[src/rtl/shift_right_seq.sv]
// Iterative right shifter: one bit per clock under a start/busy/done handshake.
// Serves SRL/SRA for the ALU and the byte-to-word offset conversion (shamt=2).
module shift_right_seq #(
  parameter int unsigned WIDTH = 32,
  parameter int unsigned SHW   = 5
) (
  input  logic             clk,
  input  logic             rst_n,
  input  logic             start,
  input  logic [WIDTH-1:0] in,
  input  logic [SHW-1:0]   shamt,
  input  logic             arith,
  output logic [WIDTH-1:0] out,
  output logic             busy,
  output logic             done
);

  localparam logic [SHW-1:0] CNT_ZERO = SHW'(0);
  localparam logic [SHW-1:0] CNT_ONE  = SHW'(1);

  typedef enum logic [1:0] {
    S_IDLE  = 2'd0,
    S_SHIFT = 2'd1,
    S_DONE  = 2'd2
  } state_e;

  state_e           state_q, state_d;
  logic [WIDTH-1:0] out_q,   out_d;
  logic [SHW-1:0]   count_q, count_d;
  logic             mode_q,  mode_d;
  logic             busy_q,  busy_d;
  logic             done_q,  done_d;

  // Next-state, datapath and output decode; busy/done are derived from the
  // next state so they are registered alongside it.
  always_comb begin
    state_d = state_q;
    out_d   = out_q;
    count_d = count_q;
    mode_d  = mode_q;
    busy_d  = 1'b0;
    done_d  = 1'b0;

    case (state_q)
      S_IDLE: begin
        if (start) begin
          out_d   = in;
          count_d = shamt;
          mode_d  = arith;
          // A zero shift skips SHIFT so the counter never wraps below zero.
          state_d = (shamt == CNT_ZERO) ? S_DONE : S_SHIFT;
        end
      end
      S_SHIFT: begin
        out_d   = {mode_q & out_q[WIDTH-1], out_q[WIDTH-1:1]};
        count_d = count_q - CNT_ONE;
        if (count_q == CNT_ONE) begin
          state_d = S_DONE;
        end
      end
      S_DONE: begin
        state_d = S_IDLE;
      end
      default: begin
        state_d = S_IDLE;
      end
    endcase

    busy_d = (state_d != S_IDLE);
    done_d = (state_d == S_DONE);
  end

  // State and output registers with immediate asynchronous abort.
  always_ff @(posedge clk or negedge rst_n) begin
    if (!rst_n) begin
      state_q <= S_IDLE;
      out_q   <= '0;
      count_q <= '0;
      mode_q  <= 1'b0;
      busy_q  <= 1'b0;
      done_q  <= 1'b0;
    end else begin
      state_q <= state_d;
      out_q   <= out_d;
      count_q <= count_d;
      mode_q  <= mode_d;
      busy_q  <= busy_d;
      done_q  <= done_d;
    end
  end

  assign out  = out_q;
  assign busy = busy_q;
  assign done = done_q;

endmodule
[config.mk]
export PLATFORM = sky130hd
export DESIGN_NAME = shift_right_seq
export DESIGN_NICKNAME = d
export VERILOG_FILES = /design/src/rtl/shift_right_seq.sv
export SDC_FILE = /design/constraint.sdc
export NUM_CORES = 1
export LEC_CHECK = 0
export CAP_MARGIN = 25
export CORE_MARGIN = 10
export CORE_UTILIZATION = 58
export CTS_BUF_LIST = sky130_fd_sc_hd__clkbuf_4
export CTS_CLUSTER_DIAMETER = 80
export DETAILED_ROUTE_END_ITERATION = 10
export DONT_BUFFER_PORTS = 1
export HOLD_SLACK_MARGIN = 0.02
export PLACE_DENSITY = 0.76
export SLEW_MARGIN = 30
export SYNTH_ARGS = -nofsm -noshare
export SYNTH_HDL_FRONTEND = slang
export SYNTH_SLANG_ARGS = --single-unit
[constraint.sdc]
create_clock -name clk -period 1.6 [get_ports clk]
set_clock_uncertainty 0.15 [all_clocks]
set_input_delay 0.24 -clock clk [delete_from_list [all_inputs] [get_ports clk]]
set_output_delay 0.24 -clock clk [all_outputs]
set_load 0.02 [all_outputs]
==> out/metrics.yaml <==
outcome:
  run_status: "finished clean"
synthesis:
  synth.cell_area_um2: 1974
  ys_top_cells_by_area: "dfrtp_1, o22ai_1, a21oi_1"
  synth_nets: 246
  synth_top_area_cell: "dfrtp_1"
  synth_flop_cell: "dfrtp_1"
  yosysMostFrequentCell: "o22ai_1"
  synth_edf_count: 0
  yosysTopAreaCellShare_pct: 53.23
  synth_seq_cells: 42
  seq_area_frac_synth_pct: 53.23
  syn_area_per_cell_um2: 9.726
  syn_inst: 203
  synthArstFlopShare_pct: 100.0
  synth.distinct_cells: 31
  synth_common_cells: "o22ai_1, dfrtp_1, a21oi_1"
  yosysWarnings: 0
placement:
  port-buffer-count: 0
  dp_hpwl_um: 3695
  pre_cts_slack_ns: -0.01669
  place_congestion: 0.8628
timing:
  final.setup.tns_ns: 0
  setup-violations-final: 0
  finalCriticalPeriod_ns: 1.557
  slew_headroom_pct: 77.47
  finalCritPeriodShare_pct: 97.31
  worst_slew_pin_slew_ns: 0.3354
  setup_ws_ns: 0.04306
  max_clock_freq_mhz: 642.3
  slew_violations: 0
  holdWs_ns: 0.03713
  hold_viol: 0
clock_tree:
  ctsHtreeMaxLevel: 2
  cts.sinks: 42
  cts_buffer_depth: 2
  cts_tree: "done"
  clk_latency_ns: 0.35
  cts_buffers: 5
  path_clk_slew_ns: 0.12
  cts-root-buf: "clkbuf_4"
power:
  seq_power_share_pct: 50.6
  internal_power_w: 0.002668
  pwr-share-clk_pct: 10.1
  power_w: 0.005094
  ir_drop_mv: 1.138
  p_sw_w: 0.002426
  power_frac_comb_pct: 39.3
  swShare_pct: 47.63
  leakage_nw: 1.011
  p_per_area_nw_per_um2: 1966
floorplanning:
  io_pins: 75
  die_x_um: 78.35
  die_y_um: 78.35
  dieArea_um2: 6138
  core_um2: 3311
  initial_core_util_pct: 59.64
  row_count: 21
min_path:
  hold_path.class: "in2reg"
final_layout:
  drive_gt1_share_pct: 14.57
  synthToLayoutAreaGrowth_pct: 31.24
  insertedDiodeCount: 0
  layout.nets: 289
  utilization_pct: 78.27
  fill_cells: 214
detailed_routing:
  via_count: 1925
  vias_per_cell: 6.570
  drtIter0Drc: 145
  ant_nets: 0
  drt_wl_total_um: 6265
  wl_per_cell_um: 21.38
  first_pass_iters: 5
  drc: 0
global_route:
  antenna_found_initial: 0
  grt_pass1_vias: 1934
  track_usage_pct: 19.87
  grt_pass1_wl_um: 10010
  overflow: 0
  grt_start_max_net_pins: 43
worst_setup_path:
  required_ns: 1.73
  crit_type: "reg2reg"
  cp_data_arrival_time_ns: 1.69
  crit_path_max_fanout: 3
  startpoint_type: "register"
  cp-end-kind: "register"
flow_run:
  maxCapViolations: 0
final cells by class:
| cell class | count | area [um2] | area share (%) |
|---|---|---|---|
| multi-input combinational | 137 | 869.6 | 33.56 |
| clock inverter | 2 | 8.758 | 0.3380 |
| tap | 46 | 57.56 | 2.221 |
| clock buffer | 6 | 45.04 | 1.738 |
| sequential | 42 | 1054 | 40.66 |
| inverter | 5 | 21.27 | 0.8209 |
| timing repair buffer | 55 | 535.5 | 20.67 |
registers in the layout, summed over array words and instances (netlist names):
name     flops
busy         1
count_q      5
done         1
mode_q       1
out         32
state_q      2
per-layer routing:
metal | wire [um] | up-vias | GRT usage (%) | part of all wire (%)
li1 | - | 876 | - | -
met1 | 2330 | 936 | 21.93 | 37
met2 | 3349 | 107 | 34.29 | 53
met3 | 533 | 6 | 8.200 | 8.5
met4 | 51 | 0 | 5.735 | 0.81
met5 | 0 | - | 0 | 0
power by group through the flow:
stage               Clock, W  Sequential, W  Combinational [W]
floorplan                  0        0.00239            0.00129
global placement           0        0.00255            0.00153
detailed placement         0        0.00258            0.00164
CTS                 0.000527        0.00256            0.00176
global route        0.000593        0.00265            0.00219
finish              0.000512        0.00258            0.00200
worst max-delay path: stages (launching register included):
cell and delay, ns:
dfrtp_1 0.40, inv_1 0.11, ha_4 0.15, or3b_4 0.41, a21oi_4 0.15, a2bb2oi_2 0.12
layout by cell type, fill, tap and decap left out, types with 2 or more instances in the layout:
master         instances
a21o_1                 2
a21oi_1               34
a22oi_1                2
a31oi_1                3
buf_12                 2
buf_4                 14
clkbuf_4               6
dfrtp_1               40
dfrtp_2                2
dlygate4sd3_1         39
inv_1                  2
inv_2                  2
nand2_1                6
nand2b_1               2
nand3b_1               2
nor2_1                 5
nor3_1                 2
o21ai_0                3
o22ai_1               58
cells by family (layout without fill, tap and decap cells):
| family | count (synthesis) | count (layout) | share of synthesized area (%) |
|---|---|---|---|
| multiplexers | 1 | 1 | 0.5703 |
| buffers and inverters | 24 | 68 | 4.816 |
| adder cells (fa/ha/maj) | 2 | 2 | 1.267 |
| AO/OA/AOI/OAI | 110 | 110 | 33.40 |
| AND/OR/NAND/NOR | 24 | 24 | 6.717 |
| flip-flops | 42 | 42 | 53.23 |
repair_timing:
action / 4_1_cts / 5_1_grt
cloned: 0 / 0
hold endpoints to repair: 83 / 31
hold buffers: 40 / 1
gates resized for setup: 3 / 11
setup buffers: 0 / 2
endpoints found under the setup margin: 1 / 36
pin swaps: 0 / 2
worst paths after layout:
| path | from | end | slack, ns | cells past startpoint |
|---|---|---|---|---|
| worst max-delay path | count_q[0] | count_q[4] | 0.04 | 5 |
| worst min-delay path | start | busy | 0.04 | 2 |
| worst max register to register | count_q[0] | count_q[4] | 0.04 | 5 |
| worst min register to register | mode_q | mode_q | 0.38 | 1 |
| max in group asynchronous | rst_n | state_q[1] | 0.87 | 2 |
| min in group asynchronous | rst_n | out[3] | 0.22 | 2 |
metrics by stage:
step	area, um2	instances
3_3_place_gp	2046	242
2_1_floorplan	1974	203
4_1_cts	2519	290
5_1_grt	2591	293
3_5_place_dp	2046	242
6_report	2591	293
No activity file was read; power rests on OpenSTA's default activity.
